## config.mk

```make
export PLATFORM = sky130hd
export DESIGN_NAME = scan_chain_controller
export DESIGN_NICKNAME = d
export VERILOG_FILES = /design/src/rtl/scan_chain_controller.sv
export SDC_FILE = /design/constraint.sdc
export NUM_CORES = 1
export LEC_CHECK = 0
export CORE_AREA = 2 2 87 72
export CTS_BUF_LIST = sky130_fd_sc_hd__clkbuf_16
export DETAILED_ROUTE_END_ITERATION = 10
export DIE_AREA = 0 0 89 74
export HOLD_SLACK_MARGIN = 0.1
export SLEW_MARGIN = 20
export SYNTH_ARGS = -nofsm -noshare
export SYNTH_HDL_FRONTEND = slang
export SYNTH_SLANG_ARGS = --single-unit
```

## constraint.sdc

```tcl
create_clock -name clk_i -period 2.6 [get_ports clk_i]
set_input_delay 0.26 -clock clk_i [delete_from_list [all_inputs] [get_ports clk_i]]
set_output_delay 0.26 -clock clk_i [all_outputs]
set_load 0.01 [all_outputs]
```

## src/rtl/scan_chain_controller.sv

```systemverilog
// Scan chain sequencer: shifts each pattern in while the previous response shifts out,
// then captures for one cycle and compares the unloaded response against its expected value.
module scan_chain_controller #(
  parameter int unsigned CHAIN_LEN = 4,
  parameter int unsigned FAIL_W    = 8
) (
  input  logic                 clk_i,
  input  logic                 rst_ni,
  input  logic                 clr_i,
  input  logic                 pat_valid_i,
  output logic                 pat_ready_o,
  input  logic [CHAIN_LEN-1:0] pat_data_i,
  input  logic [CHAIN_LEN-1:0] exp_data_i,
  output logic                 scan_en_o,
  output logic                 scan_in_o,
  input  logic                 scan_out_i,
  output logic                 resp_valid_o,
  output logic [CHAIN_LEN-1:0] resp_data_o,
  output logic                 resp_fail_o,
  output logic [FAIL_W-1:0]    fail_count_o,
  output logic                 busy_o
);

  localparam int unsigned CntW = $clog2(CHAIN_LEN);

  typedef enum logic [1:0] {StIdle, StShift, StCapture, StUnload} state_e;

  state_e                 state_q, state_d;
  logic [CntW-1:0]        bit_cnt_q, bit_cnt_d;
  logic [CHAIN_LEN-1:0]   load_q, load_d;
  logic [CHAIN_LEN-1:0]   resp_sh_q, resp_sh_d;
  logic [CHAIN_LEN-1:0]   exp_next_q, exp_next_d;
  logic [CHAIN_LEN-1:0]   exp_cur_q, exp_cur_d;
  logic                   have_resp_q, have_resp_d;
  logic                   resp_valid_q, resp_valid_d;
  logic [CHAIN_LEN-1:0]   resp_data_q, resp_data_d;
  logic                   resp_fail_q, resp_fail_d;
  logic [FAIL_W-1:0]      fail_count_q, fail_count_d;

  logic pat_ready;
  logic accept;
  logic last_bit;
  logic done;

  assign pat_ready = (state_q == StIdle) || (state_q == StCapture);
  assign accept    = pat_valid_i && pat_ready;
  assign last_bit  = (bit_cnt_q == CntW'(CHAIN_LEN - 1));

  always_comb begin
    state_d      = state_q;
    bit_cnt_d    = bit_cnt_q;
    load_d       = load_q;
    resp_sh_d    = resp_sh_q;
    exp_next_d   = exp_next_q;
    exp_cur_d    = exp_cur_q;
    have_resp_d  = have_resp_q;
    resp_valid_d = 1'b0;
    resp_data_d  = resp_data_q;
    resp_fail_d  = resp_fail_q;
    fail_count_d = fail_count_q;
    done         = 1'b0;

    unique case (state_q)
      StIdle: begin
        if (accept) begin
          load_d      = pat_data_i;
          exp_next_d  = exp_data_i;
          have_resp_d = 1'b0;
          bit_cnt_d   = '0;
          state_d     = StShift;
        end
      end
      StShift: begin
        load_d    = load_q << 1;
        resp_sh_d = {resp_sh_q[CHAIN_LEN-2:0], scan_out_i};
        bit_cnt_d = bit_cnt_q + 1'b1;
        if (last_bit) begin
          bit_cnt_d = '0;
          exp_cur_d = exp_next_q;
          state_d   = StCapture;
          done      = have_resp_q;
        end
      end
      StCapture: begin
        have_resp_d = 1'b1;
        bit_cnt_d   = '0;
        if (accept) begin
          load_d     = pat_data_i;
          exp_next_d = exp_data_i;
          state_d    = StShift;
        end else begin
          state_d = StUnload;
        end
      end
      StUnload: begin
        resp_sh_d = {resp_sh_q[CHAIN_LEN-2:0], scan_out_i};
        bit_cnt_d = bit_cnt_q + 1'b1;
        if (last_bit) begin
          bit_cnt_d = '0;
          state_d   = StIdle;
          done      = 1'b1;
        end
      end
      default: state_d = StIdle;
    endcase

    // Old exp_cur_q still belongs to the response completing on this edge.
    if (done) begin
      resp_valid_d = 1'b1;
      resp_data_d  = resp_sh_d;
      resp_fail_d  = (resp_sh_d != exp_cur_q);
      if (resp_fail_d && (fail_count_q != {FAIL_W{1'b1}})) begin
        fail_count_d = fail_count_q + 1'b1;
      end
    end

    if (clr_i) begin
      fail_count_d = '0;
    end
  end

  always_ff @(posedge clk_i or negedge rst_ni) begin
    if (!rst_ni) begin
      state_q      <= StIdle;
      bit_cnt_q    <= '0;
      load_q       <= '0;
      resp_sh_q    <= '0;
      exp_next_q   <= '0;
      exp_cur_q    <= '0;
      have_resp_q  <= 1'b0;
      resp_valid_q <= 1'b0;
      resp_data_q  <= '0;
      resp_fail_q  <= 1'b0;
      fail_count_q <= '0;
    end else begin
      state_q      <= state_d;
      bit_cnt_q    <= bit_cnt_d;
      load_q       <= load_d;
      resp_sh_q    <= resp_sh_d;
      exp_next_q   <= exp_next_d;
      exp_cur_q    <= exp_cur_d;
      have_resp_q  <= have_resp_d;
      resp_valid_q <= resp_valid_d;
      resp_data_q  <= resp_data_d;
      resp_fail_q  <= resp_fail_d;
      fail_count_q <= fail_count_d;
    end
  end

  assign pat_ready_o  = pat_ready;
  assign scan_en_o    = (state_q == StShift) || (state_q == StUnload);
  assign scan_in_o    = (state_q == StShift) && load_q[CHAIN_LEN-1];
  assign resp_valid_o = resp_valid_q;
  assign resp_data_o  = resp_data_q;
  assign resp_fail_o  = resp_fail_q;
  assign fail_count_o = fail_count_q;
  assign busy_o       = (state_q != StIdle);

endmodule

```

==> results by group <==
Route
  • Routed wire per std cell: 13.0 microns
  • Initial drt markers: 31
  • Drt total wl: around 3400 microns
  • Vias post-DR: 1203
  • Routed Antenna Nets: 0
  • DRC: 0
  • Via density: 4.64
  • Drt first pass iters: 4

Global routing
  • Vias in the first global route: 1151
  • Tot GR Track Use: 11.5%
  • Initial antenna violation count: 0
  • GR Overflow Total: 0
  • Largest net degree at the start of global routing: 36
  • First-pass GRT wire length: 5590 microns

Hold path
  • Hold crit path type: in -> async

Final layout
  • Area of the multi-input gates: a little over 700 sq um
  • # fillers: between 500 and 600
  • Synthesis-to-layout area growth: 32.4%
  • Layout cells sized above 1: between 20% and 30%
  • Register area: 876 sq um
  • # diodes: 0
  • Nets: around 190

STA
  • Total negative slack: 0 ns
  • Final period util: slightly below 90%
  • Final Max Slew Viols: 0
  • WHS: 0.400 ns
  • Final setup viols: 0
  • Max Clock Freq: approximately 440 MHz
  • Max-slew headroom: between 60% and 70%
  • Fin. Hold Viols: 0
  • Layout Skew: between 0.004 and 0.005 ns
  • RSZ-0062 raised after global routing: false
  • Final critical-path required period: 2.29 ns
  • Slew @ Worst Pin: approximately 0.54 ns

CTS
  • H-tree Lvls: 2
  • Hold_buf cts: 0
  • CTS-repair resized insts: 0
  • Clock transition at the registers of the reported paths: ~0.050 ns
  • CTS tree: done
  • Clock Latency Late Sink: 0.28 ns
  • CTS Buf Count: 5
  • Post-CTS setup buffer count: 0
  • Worst-case clock buffer depth: 2
  • Clock root cell: clkbuf_16
  • CTS Sinks: 35

Critical path
  • Crit Reg-Reg Endpoint: fail_count_o[5]$_DFFE_PN0P_
  • RR Startpoint: state_q[0]$_DFFE_PN0P_
  • Slowest-stage cell, CP: dfrtp_1
  • Crit path max fanout: 14
  • Req. time, crit path: 2.34 ns
  • Critical Path AT: around 2.0 ns
  • Startpoint Class: register
  • Count of buffer and inverter cells on the critical path: 3
  • Reg2Reg Setup Slack: 0.46 ns
  • Critical path's top delay family: buffers and inverters
  • R2R depth: 6
  • WS Path Type: reg -> out
  • CP Cell Sequence: inv_1 -> buf_4 -> nor3b_1 -> clkdlybuf4s50_1
  • Largest stage delay, worst path: between 0.6 and 0.7 ns
  • CP endpoint kind: primary output

Yosys
  • Proportion of synthesized chip area in sequential cells: 52.7%
  • Syn avg cell area: approximately 12 sq um
  • Synthesized flop and latch total: 35
  • Synth Net Count: 157
  • Mapped Area: approximately 1700 sq um
  • Cells after Synth: between 100 and 150
  • Synth unique cells: 31
  • YS warnings: 0

Power and ir drop
  • Max IR drop VDD: 0.423 mV
  • PD cells: 1070 nW/um^2
  • Leak: about 0.9 nW

Floorplanning
  • Die Width: ~89 microns
  • Die Y: around 74 microns
  • Ports: 31
  • Core Footprint: 5760 sq um
  • Die ar.: 6590 sq um
  • Std-Cell Rows: 25
  • Initial Util: about 29%

Placed design
  • IO Port Bufs: 30
  • GPL Wtd Cong: 0.703
  • Hpwl dp: 2360 microns

Run status
  • Outcome: finished clean

Run
  • # Max-Cap Violations: 0
-- cell families after synthesis --
group / after synthesis / synth area share (%)
AO/OA/AOI/OAI: 30 / 11.7
multiplexers: 23 / 15.1
flip-flops: 35 / 52.7
buffers and inverters: 12 / 3.61
XOR/XNOR: 8 / 4.22
adder cells (fa/ha/maj): 2 / 1.51
AND/OR/NAND/NOR: 32 / 11.2
-- state kept, by name, summed over array words and instances (netlist names), 2 cells and up --
name / flops
fail_count_o: 8
exp_cur_q: 4
exp_next_q: 4
load_q: 4
resp_data_o: 4
resp_sh_q: 4
bit_cnt_q: 2
state_q: 2
-- worst register-to-register path, stage by stage, from the launching register on --
cell and delay (ns):
dfrtp_1 0.68, o211ai_4 0.22, a41oi_1 0.27, o41ai_2 0.11
buf_4 0.19, or3_2 0.45, a21oi_1 0.15
-- where the power goes --
group / leakage, nW / switching [W] / internal [W] / total (W)
registers: 0.436 / 0.000176 / 0.000758 / 0.000934
clock network: 0.0701 / 0.000208 / 0.000344 / 0.000552
logic: 0.403 / 0.000373 / 0.000499 / 0.000872
-- stage by stage --
step / area (sq um) / total power, W / util, % / std cells / setup WS [ns]
final: 2200 / 0.00236 / 38.2 / 259 / 0.307
after global routing: 2200 / 0.00254 / 38.2 / 259 / 0.168
after CTS: 2200 / 0.00239 / 38.2 / 259 / 0.305
after detailed placement: 2060 / 0.00183 / 35.8 / 251 / 0.491
after global placement: 2060 / 0.00181 / 35.8 / 251 / 0.528
after floorplan: 1660 / 0.00151 / - / 142 / 0.775
-- synth_stat cells --
| cell type | n | area, sq um |
|---|---|---|
| xor2_1 | 1 | 8.76 |
| and4_2 | 1 | 10.0 |
| a211oi_1 | 3 | 22.5 |
| a41oi_1 | 1 | 8.76 |
| clkbuf_1 | 4 | 15.0 |
| ha_1 | 2 | 25.0 |
| or2_2 | 1 | 6.26 |
| nand2_1 | 6 | 22.5 |
| nor3_1 | 1 | 5.00 |
| o211ai_4 | 1 | 21.3 |
| nand4_1 | 3 | 18.8 |
| nand3b_1 | 1 | 7.51 |
| mux2i_1 | 7 | 70.1 |
| o21ai_0 | 10 | 50.1 |
| nor2_1 | 3 | 11.3 |
| a21oi_1 | 12 | 60.1 |
| o22ai_1 | 1 | 6.26 |
| nor3b_1 | 1 | 7.51 |
| dfrtp_1 | 35 | 876 |
| or3_1 | 1 | 6.26 |
| nor2b_1 | 4 | 25.0 |
| buf_1 | 2 | 7.51 |
| or3_2 | 6 | 45.0 |
| o41ai_2 | 1 | 16.3 |
| xnor2_1 | 7 | 61.3 |
| o41ai_1 | 1 | 8.76 |
| buf_6 | 2 | 22.5 |
| mux2_2 | 16 | 180 |
| and2_1 | 1 | 6.26 |
| nand3_1 | 3 | 15.0 |
| inv_1 | 4 | 15.0 |
-- final cells by class --
type | count | area share [%]
flip-flops and latches | 35 | 39.8
multi-input cells | 95 | 33.0
repair buffers | 36 | 15.7
clock buffers | 5 | 5.69
well taps | 81 | 4.61
inverters | 4 | 0.683
clock inverters | 3 | 0.512
-- layer usage --
layer	global-route usage, %	share of wire, %	routed length (microns)	vias to the layer above
met4	4.98	1.9	65	0
met5	0	0	0	-
met3	4.44	5.2	176	7
met2	16.7	46	1530	25
li1	-	-	-	578
met1	15.3	47	1590	593
-- how the worst max path moves through the flow --
| stage | from | end | slack, ns | cells past startpoint |
|---|---|---|---|---|
| floorplan | bit_cnt_q[0]$_DFFE_PN0P_ | fail_count_o[2]$_DFFE_PN0P_ | 0.77 | 7 |
| global placement | scan_out_i | fail_count_o[7]$_DFFE_PN0P_ | 0.53 | 7 |
| detailed placement | scan_out_i | fail_count_o[7]$_DFFE_PN0P_ | 0.49 | 7 |
| CTS | state_q[0]$_DFFE_PN0P_ | scan_in_o | 0.30 | 4 |
| global route | state_q[0]$_DFFE_PN0P_ | scan_in_o | 0.17 | 4 |
| finish | state_q[0]$_DFFE_PN0P_ | scan_in_o | 0.31 | 4 |
-- layout by cell type, fill, tap and decap left out, drive strengths merged, types with 6 or more instances in the layout --
cell type      synthesis  layout
dfrtp                 35      35
clkdlybuf4s50          0      30
mux2                  16      16
a21oi                 12      12
o21ai                 10      10
xnor2                  7       7
mux2i                  7       7
or3                    7       7
nand2                  6       6
buf                    4       6
No activity file was read; power rests on OpenSTA's default activity.
==> edit: new RTL, same settings <==
Put one more register stage on the output `fail_count_o`, cleared by the reset. The value now appears one clock later. The other outputs are not delayed to match.
--- a/src/rtl/scan_chain_controller.sv
+++ b/src/rtl/scan_chain_controller.sv
@@ -155,3 +155,9 @@
   assign resp_fail_o  = resp_fail_q;
-  assign fail_count_o = fail_count_q;
+  always_ff @(posedge clk_i or negedge rst_ni) begin
+    if (!rst_ni) begin
+      fail_count_o <= '0;
+    end else begin
+      fail_count_o <= fail_count_q;
+    end
+  end
   assign busy_o       = (state_q != StIdle);
Check against the original RTL: no difference found for any inputs over 10 cycles, from zero or initial values and one cycle with rst_ni low; that may be too few to reach the edited logic, so the function may still have changed.
==> edit against the unedited design <==
Sequential share of layout area grew 4.6 points; synthesized area rose by 12%; largest cell class unchanged; power up 15%; cell area is 10% higher; synthesized cell count up 11%; setup slack improved by 0.037 ns; routed wire length grew 1.0%; critical path type unchanged; sequential cell count is 8 higher; fmax increased by 1.6%; count of clock-buffer cells in the layout did not move.
==> edit: results (changes against the unedited design) <==
- Status: completed
- Global Route Usage Sum: 11.62% (+0.16 points)
- Synth cell count leaders: dfrtp_1 (43), nand2_1 (20), a21oi_1 (12), mux2_2 (12), mux2i_1 (7)
- WL/cell: 12.53 um (-3.4%)
- Leading post-synthesis cells by cell area: dfrtp_1 (58%), mux2_2 (7.3%), nand2_1 (4.0%), mux2i_1 (3.8%), a21oi_1 (3.2%)
- Largest net degree at the start of global routing: 44 (+22%)
- Fill cells: 559 (-4.8%)
- Rel. slew slack: 37.24% (-27 points)
- Placed instance area: 2231 um^2 (+8.1%)
- Global-route wire length before repair: 5.727 mm (+2.5%)
- Switching Share: 30.10% (-2.0 points)
- Port bufs: 30 (unchanged)
- Antenna cells: 0 (unchanged)
- Metal3 WL: 153 um (-13%)
- Cell family with most CP delay: buffers and inverters
- Share of layout cells above drive strength 1: 14.74% (-6.0 points)
- Design Area, Final: 2424 um^2 (+10%)
- Met2 wire len: 1.411 mm (-7.9%)
- Reg2reg end: fail_count_q[7]
- Metal1 wirelength: 1.796 mm (+13%)
- Via count: 1232 (+2.4%)
- Arr. time, crit path: 2.00 ns (-0.03 ns)
- Post-place setup slack: 0.5007 ns (+0.01018 ns)
- P_leak: 1.048 nW (+15%)
- Clock Skew: 0.005644 ns (+0.001402 ns)
- Post-DP HPWL: 2.340 mm (-0.69%)
- Vias in the first global route: 1186 (+3.0%)
- Worst vdd ir: 0.0003846 V (-9.2%)
- Initial DRC Count: 62 (+100%)
- Flop2flop setup slack: 0.48 ns (+0.02 ns)
- Clk Tree Root Cell: clkbuf_16
- FF-to-FF Start: state_q[0]
- Sequential area share after synthesis: 57.83% (+5.1 points)
## edit: worst max-delay path by stage
stage                            start         endpoint  slack, ns  cells past startpoint
after detailed placement    state_q[0]  fail_count_q[7]       0.50                      6
after global routing        state_q[0]        scan_in_o       0.21                      3
final                       state_q[0]        scan_in_o       0.34                      3
after floorplan           bit_cnt_q[0]  fail_count_q[2]       0.83                      7
after CTS                   state_q[0]        scan_in_o       0.34                      3
after global placement      state_q[0]  fail_count_q[7]       0.56                      6
## edit: area by class of cell
class | count | share of cell area, %
multi-input combinational | 103 | 29.89
inverter | 3 | 0.4646
tap | 81 | 4.182
clock buffer | 5 | 5.163
clock inverter | 3 | 2.788
sequential | 43 | 44.40
timing repair buffer | 33 | 13.11
## edit: power by group through the flow
stage	sequential (mW)	combinational, mW	clock (mW)
2_1_floorplan	1.03	0.591	0
3_3_place_gp	1.06	0.851	0
3_5_place_dp	1.07	0.855	0
4_1_cts	1.06	0.864	0.818
5_1_grt	1.09	0.940	0.856
6_report	1.05	0.847	0.801
## edit: cell families (layout without fill, tap and decap cells)
| group | count (synthesis) | after routing | share of synthesized area [%] |
|---|---|---|---|
| AND/OR/NAND/NOR | 46 | 46 | 12.24 |
| flip-flops | 43 | 43 | 57.83 |
| AO/OA/AOI/OAI | 29 | 29 | 11.03 |
| multiplexers | 19 | 19 | 11.03 |
| buffers and inverters | 12 | 44 | 3.228 |
| XOR/XNOR | 7 | 7 | 3.295 |
| adder cells (fa/ha/maj) | 2 | 2 | 1.345 |
## edit: routing by layer
metal	up-vias	global-route usage (%)
met5	-	0
met4	0	4.975
met3	2	4.107
met2	26	16.00
met1	587	16.58
li1	617	-
## edit: worst register-to-register path, cell delays in order (launching register included)
cell	delay, ns
dfrtp_1	0.67
o211ai_4	0.22
a41oi_1	0.32
o41ai_4	0.13
buf_4	0.19
or3_1	0.35
a21oi_1	0.15
## edit: stage by stage
| stage | hold WS [ns] | cells | power (mW) |
|---|---|---|---|
| 2_1_floorplan | -0.03559 | 158 | 1.624 |
| 3_3_place_gp | 0.4048 | 263 | 1.916 |
| 3_5_place_dp | 0.4072 | 263 | 1.923 |
| 4_1_cts | 0.1768 | 271 | 2.741 |
| 5_1_grt | 0.2121 | 271 | 2.882 |
| 6_report | 0.1277 | 271 | 2.701 |
